`config.mk`:
```
export PLATFORM = sky130hd
export DESIGN_NAME = nibble_serial_addsub_flat
export DESIGN_NICKNAME = d
export VERILOG_FILES = /design/src/rtl/nibble_serial_addsub_pkg.sv /design/src/rtl/nibble_serial_addsub_if.sv /design/src/rtl/nibble_serial_addsub_nibble_adder.sv /design/src/rtl/nibble_serial_addsub.sv /design/src/flat_wrapper.sv
export SDC_FILE = /design/constraint.sdc
export NUM_CORES = 1
export LEC_CHECK = 0
export ABC_AREA = 0
export CORE_ASPECT_RATIO = 1.1
export CORE_UTILIZATION = 25
export DETAILED_ROUTE_END_ITERATION = 8
export PLACE_DENSITY = 0.49
export SYNTH_ARGS = -nofsm -noshare
export SYNTH_HDL_FRONTEND = slang
export SYNTH_HIERARCHICAL = 1
export SYNTH_SLANG_ARGS = --single-unit
```
`constraint.sdc`:
```
create_clock -name clk -period 2.4 [get_ports clk]
set_input_delay 0.36 -clock clk [delete_from_list [all_inputs] [get_ports clk]]
set_output_delay 0.36 -clock clk [all_outputs]
set_load 0.1 [all_outputs]
```
`src/rtl/nibble_serial_addsub_pkg.sv`:
```
// Shared types and constants for the nibble-serial add/sub sequencer.
package addsub_pkg;

  typedef enum logic [1:0] {
    IDLE = 2'd0,
    RUN  = 2'd1,
    DONE = 2'd2
  } state_e;

  localparam int NIB_W = 4;

  // Width of the nibble index for a given operand width (never below one bit).
  function automatic int idx_width(input int width);
    return (width / NIB_W > 1) ? $clog2(width / NIB_W) : 1;
  endfunction

endpackage

```
`src/rtl/nibble_serial_addsub_if.sv`:
```
// Operand/result handshake bundle; zero/ovf exist only when ADDSUB_FLAGS_EN is defined.
interface nibble_serial_addsub_if #(
  parameter int WIDTH = 16
);
  logic             in_valid;
  logic             in_ready;
  logic             op_sub;
  logic [WIDTH-1:0] a;
  logic [WIDTH-1:0] b;
  logic             out_valid;
  logic             out_ready;
  logic [WIDTH-1:0] result;
  logic             cout;
`ifdef ADDSUB_FLAGS_EN
  logic             zero;
  logic             ovf;

  modport master (
    output in_valid, op_sub, a, b, out_ready,
    input  in_ready, out_valid, result, cout, zero, ovf
  );
  modport slave (
    input  in_valid, op_sub, a, b, out_ready,
    output in_ready, out_valid, result, cout, zero, ovf
  );
`else
  modport master (
    output in_valid, op_sub, a, b, out_ready,
    input  in_ready, out_valid, result, cout
  );
  modport slave (
    input  in_valid, op_sub, a, b, out_ready,
    output in_ready, out_valid, result, cout
  );
`endif
endinterface

```
`src/rtl/nibble_serial_addsub_nibble_adder.sv`:
```
// Combinational 4-bit add/sub slice: s = x + (y ^ {4{sub}}) + cin, with carry into bit 3.
module nibble_adder
  import addsub_pkg::*;
(
  input  logic [NIB_W-1:0] x,
  input  logic [NIB_W-1:0] y,
  input  logic             sub,
  input  logic             cin,
  output logic [NIB_W-1:0] s,
  output logic             co,
  output logic             c3
);

  logic [NIB_W-1:0] y_eff;
  logic [NIB_W-2:0] low_sum;

  always_comb begin
    y_eff = y ^ {NIB_W{sub}};
    // Carry into the top bit comes from the sum of the three low bits alone.
    {c3, low_sum} = {1'b0, x[NIB_W-2:0]} + {1'b0, y_eff[NIB_W-2:0]} + {{(NIB_W-1){1'b0}}, cin};
    {co, s}       = {1'b0, x} + {1'b0, y_eff} + {{NIB_W{1'b0}}, cin};
  end

endmodule

```
`src/rtl/nibble_serial_addsub.sv`:
```
// WIDTH-bit add/sub computed one nibble per cycle through a shared 4-bit slice.
// Optional zero/ovf flags are built when ADDSUB_FLAGS_EN is defined.
module nibble_serial_addsub
  import addsub_pkg::*;
#(
  parameter int WIDTH = 16
) (
  input  logic                  clk,
  input  logic                  rst_n,
  nibble_serial_addsub_if.slave bus
);

  localparam int NIB   = WIDTH / NIB_W;
  localparam int IDX_W = idx_width(WIDTH);

  state_e             state_q, state_d;
  logic [WIDTH-1:0]   a_q, a_d;
  logic [WIDTH-1:0]   b_q, b_d;
  logic               sub_q, sub_d;
  logic               carry_q, carry_d;
  logic [IDX_W-1:0]   idx_q, idx_d;
  logic [WIDTH-1:0]   result_q, result_d;
`ifdef ADDSUB_FLAGS_EN
  logic               zero_q, zero_d;
  logic               ovf_q, ovf_d;
`endif

  logic               accept;
  logic               run_step;
  logic               last_nib;
  logic [NIB_W-1:0]   a_nib [NIB];
  logic [NIB_W-1:0]   b_nib [NIB];
  logic [NIB_W-1:0]   sum_nib;
  logic               slice_co;
  logic               slice_c3;

  assign accept   = bus.in_valid && (state_q == IDLE);
  assign run_step = (state_q == RUN);
  assign last_nib = (idx_q == IDX_W'(NIB - 1));

  // Operand nibble views and per-nibble result write-back.
  for (genvar gi = 0; gi < NIB; gi++) begin : g_nib
    assign a_nib[gi] = a_q[gi*NIB_W +: NIB_W];
    assign b_nib[gi] = b_q[gi*NIB_W +: NIB_W];
    assign result_d[gi*NIB_W +: NIB_W] =
        (run_step && idx_q == IDX_W'(gi)) ? sum_nib : result_q[gi*NIB_W +: NIB_W];
  end

  nibble_adder u_slice (
    .x   (a_nib[idx_q]),
    .y   (b_nib[idx_q]),
    .sub (sub_q),
    .cin (carry_q),
    .s   (sum_nib),
    .co  (slice_co),
    .c3  (slice_c3)
  );

  // FSM: state register
  always_ff @(posedge clk or negedge rst_n) begin
    if (!rst_n) state_q <= IDLE;
    else        state_q <= state_d;
  end

  // FSM: next state
  always_comb begin
    state_d = state_q;
    unique case (state_q)
      IDLE:    if (bus.in_valid)  state_d = RUN;
      RUN:     if (last_nib)      state_d = DONE;
      DONE:    if (bus.out_ready) state_d = IDLE;
      default:                    state_d = IDLE;
    endcase
  end

  // FSM: outputs
  always_comb begin
    bus.in_ready  = (state_q == IDLE);
    bus.out_valid = (state_q == DONE);
  end

  always_comb begin
    a_d     = a_q;
    b_d     = b_q;
    sub_d   = sub_q;
    carry_d = carry_q;
    idx_d   = idx_q;
    if (accept) begin
      a_d     = bus.a;
      b_d     = bus.b;
      sub_d   = bus.op_sub;
      carry_d = bus.op_sub;   // +1 of the two's-complement negate enters as the first carry
      idx_d   = '0;
    end else if (run_step) begin
      carry_d = slice_co;
      idx_d   = last_nib ? '0 : idx_q + 1'b1;
    end
  end

`ifdef ADDSUB_FLAGS_EN
  always_comb begin
    zero_d = zero_q;
    ovf_d  = ovf_q;
    if (run_step && last_nib) begin
      zero_d = (result_d == '0);
      ovf_d  = slice_c3 ^ slice_co;
    end
  end
`endif

  always_ff @(posedge clk or negedge rst_n) begin
    if (!rst_n) begin
      a_q      <= '0;
      b_q      <= '0;
      sub_q    <= 1'b0;
      carry_q  <= 1'b0;
      idx_q    <= '0;
      result_q <= '0;
`ifdef ADDSUB_FLAGS_EN
      zero_q   <= 1'b0;
      ovf_q    <= 1'b0;
`endif
    end else begin
      a_q      <= a_d;
      b_q      <= b_d;
      sub_q    <= sub_d;
      carry_q  <= carry_d;
      idx_q    <= idx_d;
      result_q <= result_d;
`ifdef ADDSUB_FLAGS_EN
      zero_q   <= zero_d;
      ovf_q    <= ovf_d;
`endif
    end
  end

  // After the last nibble the carry flop holds the final carry out until the next accept.
  assign bus.result = result_q;
  assign bus.cout   = carry_q;
`ifdef ADDSUB_FLAGS_EN
  assign bus.zero   = zero_q;
  assign bus.ovf    = ovf_q;
`endif

endmodule

```
`src/flat_wrapper.sv`:
```
// flat-port wrapper written by rule: the top's interface ports become plain ports
module nibble_serial_addsub_flat import addsub_pkg::*;
#(
  parameter int WIDTH = 16
)
  (clk, rst_n, bus_in_valid, bus_op_sub, bus_a, bus_b, bus_out_ready, bus_in_ready, bus_out_valid, bus_result, bus_cout);
  nibble_serial_addsub_if #(.WIDTH(WIDTH)) bus_i ();
  input  logic clk;
  input  logic rst_n;
  input wire logic [$bits(bus_i.in_valid)-1:0] bus_in_valid;
  input wire logic [$bits(bus_i.op_sub)-1:0] bus_op_sub;
  input wire logic [$bits(bus_i.a)-1:0] bus_a;
  input wire logic [$bits(bus_i.b)-1:0] bus_b;
  input wire logic [$bits(bus_i.out_ready)-1:0] bus_out_ready;
  output wire logic [$bits(bus_i.in_ready)-1:0] bus_in_ready;
  output wire logic [$bits(bus_i.out_valid)-1:0] bus_out_valid;
  output wire logic [$bits(bus_i.result)-1:0] bus_result;
  output wire logic [$bits(bus_i.cout)-1:0] bus_cout;
  assign bus_i.in_valid = bus_in_valid;
  assign bus_i.op_sub = bus_op_sub;
  assign bus_i.a = bus_a;
  assign bus_i.b = bus_b;
  assign bus_i.out_ready = bus_out_ready;
  assign bus_in_ready = bus_i.in_ready;
  assign bus_out_valid = bus_i.out_valid;
  assign bus_result = bus_i.result;
  assign bus_cout = bus_i.cout;
  nibble_serial_addsub #(.WIDTH(WIDTH)) u_core (.clk(clk), .rst_n(rst_n), .bus(bus_i));
endmodule
```
Word level (Yosys, flattened, before mapping):

Index checks and enable logic that the tools add are counted.

* reductions and logical operators: 9
* $add $sub $neg: 3
* equal/unequal tests: 8
* multiplexer cells: 15
* bitwise gates (word level): 2
* $lt $le $gt $ge: 1

Operator list (number)
* 4-bit binary-select mux with 2-bit select: 2
* 4-bit two-way mux: 4
* 2-bit two-way mux: 6
* 2-bit == test, second input constant: 3
* 2-bit != test, second input constant: 3
* 2-bit one-hot mux with 3 select lines: 1
* 4-bit by 4-bit adder with 5-bit output: 1
* 5-bit by 1-bit adder with 5-bit output: 1
* 1-bit logical AND: 5
* 2-bit by 1-bit == test with 1-bit output, second input constant: 2
* 2-bit logical NOT: 2
* 4-bit bitwise XOR: 1
* 3-bit >= comparator, second input constant: 1
* 2-bit NOT with 3-bit output: 1
* 3-bit AND reduction: 1
* 2-bit by 1-bit adder with 2-bit output, second input constant: 1
* 1-bit two-way mux: 2
* 2-bit nonzero test: 1

* output and inout port bits: 19
* bits of input ports: 37
* logic and storage cells: 48
* register bits: 54

Longest topological paths before layout:

Gate-level depths: netlist of run 1.

* depth after elaboration: 9
* mapped depth: 11
* gate-level depth less buffers: 10

Hierarchy:

Netlist of run 1, hierarchy kept.

By module, submodules not included
* nibble_serial_addsub: area each 2423.6 µm², times used 1, cells an instance 150, seq. area each 1351.3 µm²
* nibble_adder: area each 176.4 µm², times used 1, cells an instance 21, seq. area each 0.0 µm²

Worst setup path after synthesis of run 1:

Ideal clock, no wire load.

* path kind: reg2reg
* start: reg u_core.idx_q[0]
* end: reg u_core.carry_q, in the netlist u_core/bus.cout
* path slack: -190 ps
* required time: 2268 ps
* path buffers: 1
* arrival: 2458 ps
* cell stages (with the launch flop): 12
* library setup time: 132 ps
* period minus slack after synthesis: 2590 ps
* path through: dfrtp_1 buf_2 mux4_2 xor2_1 fa_1 inv_1 fa_1 nor2b_1 o21ai_0 nand2b_1 a22oi_1 nand3_1

* word-level cells in the longest chain between the ends: 9
* elaborated cells between the ends (all ways): 12
* those cells by class: 2 x add/sub; 8 x mux; 2 x bitwise

Ends and longest elaborated chain
* start, declared: line nibble_serial_addsub.sv:21 `logic [IDX_W-1:0] idx_q, idx_d;`
* start signal, assigned: line nibble_serial_addsub.sv:128 `idx_q <= idx_d;`
* 2-bit NOT with 3-bit output (not written as such) (*): line nibble_serial_addsub.sv:50, nibble_serial_addsub.sv:51
* 4-bit binary-select mux with 2-bit select: line nibble_serial_addsub.sv:51 `.y (b_nib[idx_q]),`
* 4-bit two-way mux (not written as such) (2 in series): line nibble_serial_addsub.sv:51
* 4-bit bitwise XOR: line nibble_serial_addsub_nibble_adder.sv:18 `y_eff = y ^ {NIB_W{sub}};`
* 4-bit by 4-bit adder with 5-bit output (*): line nibble_serial_addsub_nibble_adder.sv:21 `{co, s} = {1'b0, x} + {1'b0, y_eff} + {{NIB_W{1'b0}}, cin};`
* 5-bit by 1-bit adder with 5-bit output (*): line nibble_serial_addsub_nibble_adder.sv:21
* named net u_core.slice_co: line nibble_serial_addsub.sv:34 `logic slice_co;`
* 1-bit two-way mux (*): line nibble_serial_addsub.sv:94 `end else if (run_step) begin`
* 1-bit two-way mux (*): line nibble_serial_addsub.sv:88 `if (accept) begin`
* end signal, assigned: line nibble_serial_addsub.sv:127 `carry_q <= carry_d;`
* end, declared: line nibble_serial_addsub.sv:20 `logic carry_q, carry_d;`

The timed path passes the listed nets; every way through them passes the cells marked *. The select of a mux whose other input is x is not followed.
A chain may end at the register's enable or synchronous reset.

Final worst setup path of run 1:

* start: reg u_core.idx_q[0]
* end: reg u_core.result_q[2], in the netlist u_core/bus.result[2]

* word-level cells in the longest chain between the ends: 7
* elaborated cells between the ends (all ways): 12
* those cells by class: 2 x add/sub; 6 x mux; 2 x bitwise; 2 x reduce/logical

Ends and longest elaborated chain
* 2-bit NOT with 3-bit output (not written as such) (*): line nibble_serial_addsub.sv:50, nibble_serial_addsub.sv:51
* 4-bit binary-select mux with 2-bit select: line nibble_serial_addsub.sv:51
* 4-bit two-way mux (not written as such) (2 in series): line nibble_serial_addsub.sv:51
* 4-bit bitwise XOR: line nibble_serial_addsub_nibble_adder.sv:18
* 4-bit by 4-bit adder with 5-bit output (*): line nibble_serial_addsub_nibble_adder.sv:21
* 5-bit by 1-bit adder with 5-bit output (*): line nibble_serial_addsub_nibble_adder.sv:21
* named net u_core.sum_nib[2]: line nibble_serial_addsub.sv:33 `logic [NIB_W-1:0] sum_nib;`
* end signal, assigned: line nibble_serial_addsub.sv:129 `result_q <= result_d;`
* end, declared: line nibble_serial_addsub.sv:22 `logic [WIDTH-1:0] result_q, result_d;`

Marked as above.

==> results.toml, run 1 <==
[drt]
drtPass1Iterations = 4
num_vias = 1550
drc = 0
wirelength_met1_mm = 2.421
wl_met2_mm = 2.572
drtIter0Drc = 17
wire_per_inst_um = 14.77
top_layer_used = "met4"
route.met3.wl_um = 248
antenna_left = 0
viasPerCell = 4.294
totalWireLength_mm = 5.332

[finish]
diodes = 0
multi_input_area_um2 = 1200
area_growth_pct = 33.35
nets = 286
nFillCells = 987
drive_above_1_share_pct = 46.47
regArea_um2 = 1353

[floorplanning]
die_area_um2 = 10810
initial_core_util_pct = 26.04
ios = 56
die_y_um = 109.0
num_rows = 38
die-width_um = 99.24
design.core.area_um2 = 9985

[critical_path]
cp_cell_sequence = "mux4_2 -> xor2_2 -> fa_2 -> inv_2 -> fa_2 -> buf_6 -> xnor2_4 -> mux2_4"
cpPeakStageDelay_ns = 0.54
cp_num_cells = 8
critPathRequiredTime_ns = 2.59
path_buf_inv = 2
cp.arrival_ns = 2.63
cpMostUsedCell = "fa_2"
critPathKind = "register to register"
path_max_fanout = 4
crit_path_end_kind = "register"
cp_slowest_cell = "mux4_2"
cp-start-kind = "register"
crit_family = "multiplexers"
reg2regPathDepth = 8

[logic_synthesis]
synth_edf_count = 0
yosys_most_used_dff = "dfrtp_1"
yosys_warnings = 6
avgSynthCellArea_um2 = 15.20
synthTopCellsByArea = "dfrtp_1 52%, mux2_2 14%, mux2_4 9.2%"
synth.net_count = 217
yosys.area.top_type = "dfrtp_1"
synth.yosys.seq_area_share_pct = 51.97
ys_seq_elements = 54
synth.distinct_cells = 24
synth_top_area_share_pct = 51.97
mappedNetlistArea_um2 = 2600
synth_common_cells = "54 x dfrtp_1, 32 x mux2_2, 16 x mux2_4, 9 x inv_1, 8 x mux4_2"
async_flop_share_pct = 100.0
syn_inst = 171
post-synth-top-count-cell = "dfrtp_1"

[timing]
worst_pin_slew_ns = 0.6331
finalCriticalPeriod_ns = 2.439
finalCritPeriodShare_pct = 101.6
hold_viol = 0
max_freq_ghz = 0.4101
maxSlewViolCount = 0
max_slew_margin_pct = 57.79
rsz0062_at_grt = "yes"
finalClockSkew_ns = 0.006979
setup_slack_ns = -0.03873
setup_viol_count_final = 4

[cts]
clk_latency_ns = 0.30
cts.reportedPaths.clkPinSlew_ns = 0.09
cts_tree = "done"
ctsLongestPathBuffers = 2
cts_made_buffers = 5
clock-root-buffer = "clkbuf_8"
clock-sinks = 54
htree_levels = 2

[global_routing]
grtUsageTotal_pct = 10.50
grt_remaining_overflow = 0
grt_max_degree = 35
antenna_found_initial = 0
grt_pass1_vias = 1691
grt_pass1_wl_mm = 8.666

[place]
place_ws_ns = -0.1199
place_congestion = 0.6783
numPortBuffers = 55
place.detailed.hpwl_mm = 3.957

[outcome]
status = "finished with violations"
violations = "negative setup slack"

[hold_path]
hold_class = "input pin to asynchronous set/reset pin"

[run]
drv_cap = 0
final timing paths:
check	startpoint	to	slack, ns
worst max-delay path	u_core/idx_q[0]	u_core/bus.result[2]	-0.04
max in group asynchronous	rst_n	u_core/bus.cout	1.75
min in group clk	u_core/a_q[8]	u_core/a_q[8]	0.51
worst min register to register	u_core/a_q[8]	u_core/a_q[8]	0.51
worst min-delay path	rst_n	u_core/a_q[9]	0.07
worst max register to register	u_core/idx_q[0]	u_core/bus.result[2]	-0.04
layout make-up:
type | instances | share of cell area (%)
well taps | 120 | 4.331
multi-input cells | 101 | 34.61
repair buffers | 69 | 18.44
clock buffers | 7 | 2.490
flip-flops and latches | 54 | 39.01
clock inverters | 1 | 0.1444
inverters | 9 | 0.9744
cells in the final DEF, fill, tap and decap left out, drive strengths merged, types with 4 or more instances in the layout:
| master | Yosys | routed |
|---|---|---|
| dfrtp | 54 | 54 |
| mux2 | 48 | 48 |
| clkdlybuf4s50 | 0 | 35 |
| buf | 6 | 34 |
| nand2 | 11 | 11 |
| inv | 9 | 9 |
| mux4 | 8 | 8 |
| ha | 7 | 7 |
| clkbuf | 1 | 7 |
| o21ai | 5 | 5 |
| xor2 | 5 | 5 |
| nor2 | 4 | 4 |
per-stage QoR:
stage,utilization (%),hold slack (ns),TNS [ns],instance area (um2),instances
final,34.72,0.07328,-0.1347,3467,361
after global routing,34.72,0.1081,-0.7288,3467,361
after detailed placement,32.98,0.4210,-1.006,3293,348
after floorplan,-,0.06441,-0.2471,2611,171
after global placement,32.98,0.4285,-0.7318,3293,348
after CTS,34.17,0.09105,-0.1244,3412,356
repair_timing:
item,4_1_cts,5_1_grt
hold buffers,0,0
pin swaps,4,5
buffers inserted,1,6
gates resized for setup,6,5
setup endpoints to repair,13,13
sequential cells by signal, summed over array words and instances, names as in the netlist:
name / cells
u_core/a_q: 16
u_core/b_q: 16
u_core/bus.result: 16
u_core/idx_q: 2
u_core/state_q: 2
u_core/bus.cout: 1
u_core/sub_q: 1
metal layers:
layer	global-route usage, %	vias to the layer above
li1	-	727
met1	13.77	774
met2	17.26	40
met3	2.500	9
met4	3.151	0
met5	0	-
logic make-up (layout without fill, tap and decap cells):
logic type,count (synthesis),in the layout,synth area share (%)
compound gates,7,7,1.443
xor+xnor,6,6,2.021
fa+ha+maj,9,9,4.908
buf+inv,16,86,3.801
flops,54,54,51.97
mux,57,57,30.41
simple gates,22,22,5.438
worst register-to-register path, delay by kind of cell (launching register included):
kind / cells / cell delay [ns]
buffers and inverters: 2 / 0.18
xor gates and xnor gates: 2 / 0.34
adders and majority gates: 2 / 0.58
DFF: 1 / 0.41
muxes: 2 / 0.81
Power of run 1 is not shown: default switching activity piles up to over one toggle a cycle in this logic, so the estimate is an artifact.
==> run 2: changes to the inputs <==
- CTS_CLUSTER_DIAMETER: not set -> 80
- SKIP_LAST_GASP: not set -> 1
==> results of run 2 <==
Final layout, timing and power as in run 1 (identical DEF).
Power of run 2 is left out for the same reason.
==> run 3: changes to the inputs <==
- CORE_ASPECT_RATIO: 1.1 -> 2
- REMOVE_ABC_BUFFERS: not set -> 1
==> results.toml, run 3 (synthesis results as in run 1) <==
[outcome]
status = "finished clean"

[critical_path]
cp.arrival_ns = 2.55
critPathKind = "register to register"
crit_path_end_kind = "register"
cp-start-kind = "register"
critPathRequiredTime_ns = 2.58
timing.rr.start = "u_core/idx_q[0]"
crit_start = "u_core/idx_q[0]"
path_max_fanout = 4

[drt]
drtPass1Iterations = 4
route.met3.wl_um = 183
wire_per_inst_um = 14.73
drc = 0
top_layer_used = "met4"
wl_met2_mm = 3.170
wirelength_met1_mm = 1.976
drtIter0Drc = 30
antenna_left = 0
viasPerCell = 4.147
totalWireLength_mm = 5.493
num_vias = 1547

[floorplanning]
design.core.area_um2 = 10080
die-width_um = 74.11
die_area_um2 = 10840
die_y_um = 146.2
ios = 56
num_rows = 52
initial_core_util_pct = 25.78

[place]
place_congestion = 0.7615
place_area_um2 = 3289
numPortBuffers = 55
place.detailed.hpwl_mm = 4.313
dpl.cell_count = 364

[cts]
ctsLongestPathBuffers = 2
cts.reportedPaths.clkPinSlew_ns = 0.07
clock-root-buffer = "clkbuf_16"
htree_levels = 2
hold_buffers = 0
clock-sinks = 54
cts_tree = "done"
cts_made_buffers = 5
clk_latency_ns = 0.29

[global_routing]
antenna_found_initial = 0
grt_pass1_wl_mm = 9.156
grtUsageTotal_pct = 11.47
grt_max_degree = 35
grt_pass1_vias = 1757
grt_remaining_overflow = 0

[finish]
post-route-util_pct = 34.88
area_growth_pct = 35.27
stdcell_area_um2 = 3517
drive_above_1_share_pct = 46.22
nets = 283
layout_commonest_cell = "dfrtp_1"
post_layout_nonfiller_instances = 373
diodes = 0
layout_common_cells = "54 x dfrtp_1, 35 x clkdlybuf4s50_1, 32 x mux2_2"

[hold_path]
hold_class = "input pin to asynchronous set/reset pin"

[timing]
finalClockSkew_ns = 0.007732
max_slew_margin_pct = 62.94
hold_viol = 0
setup_viol_count_final = 0
maxSlewViolCount = 0
max_freq_ghz = 0.4211
rsz0062_at_grt = "yes"
worst_pin_slew_ns = 0.5560
finalCritPeriodShare_pct = 98.95
finalCriticalPeriod_ns = 2.375

[run]
drv_cap = 0
## run 3: path summary, 6_finish.rpt
check,depth (start not counted),end,slack (ns)
worst max-delay path,10,u_core/bus.cout,0.03
worst min-delay path,1,u_core/a_q[10],0.05
worst max register to register,10,u_core/bus.cout,0.03
worst min register to register,1,u_core/b_q[2],0.50
max in group asynchronous,2,u_core/bus.result[2],1.68
min in group clk,1,u_core/b_q[2],0.50
## run 3: cell type report
| class | instances | area, um2 |
|---|---|---|
| inverters | 9 | 33.78 |
| repair buffers | 66 | 596.8 |
| clock inverters | 1 | 30.03 |
| multi-input cells | 101 | 1204 |
| flip-flops and latches | 54 | 1351 |
| clock buffers | 7 | 132.6 |
| fillers | 1010 | 6568 |
| well taps | 135 | 168.9 |
## run 3: routing by layer
metal	vias to the layer above	GRT usage, %
li1	720	-
met1	778	12.39
met2	39	20.45
met3	10	2.277
met4	0	5.481
met5	-	0
## run 3: what timing repair did
item / CTS / global route
resized for setup: 7 / 7
setup buffers: 2 / 0
setup endpoints to repair: 13 / 13
pin swaps: 4 / 1
## run 3: critical path: stages (launching register included)
cell,delay [ns]
dfrtp_1,0.41
buf_6,0.14
mux4_2,0.53
fa_2,0.42
inv_2,0.06
fa_2,0.20
nor2b_1,0.05
o21ai_1,0.11
nand2b_1,0.07
a22oi_1,0.17
nand3_1,0.09
## run 3: metrics by stage
step	hold WS (ns)	worst slack, ns	setup TNS (ns)
after CTS	0.06803	0.0004776	0
final	0.05368	0.02513	0
after floorplan	0.06441	-0.2237	-1.667
after global routing	0.09854	-0.09301	-0.5147
after detailed placement	0.3827	-0.07864	-0.3579
after global placement	0.3826	-0.02191	-0.02191
Power of run 3 is left out for the same reason.
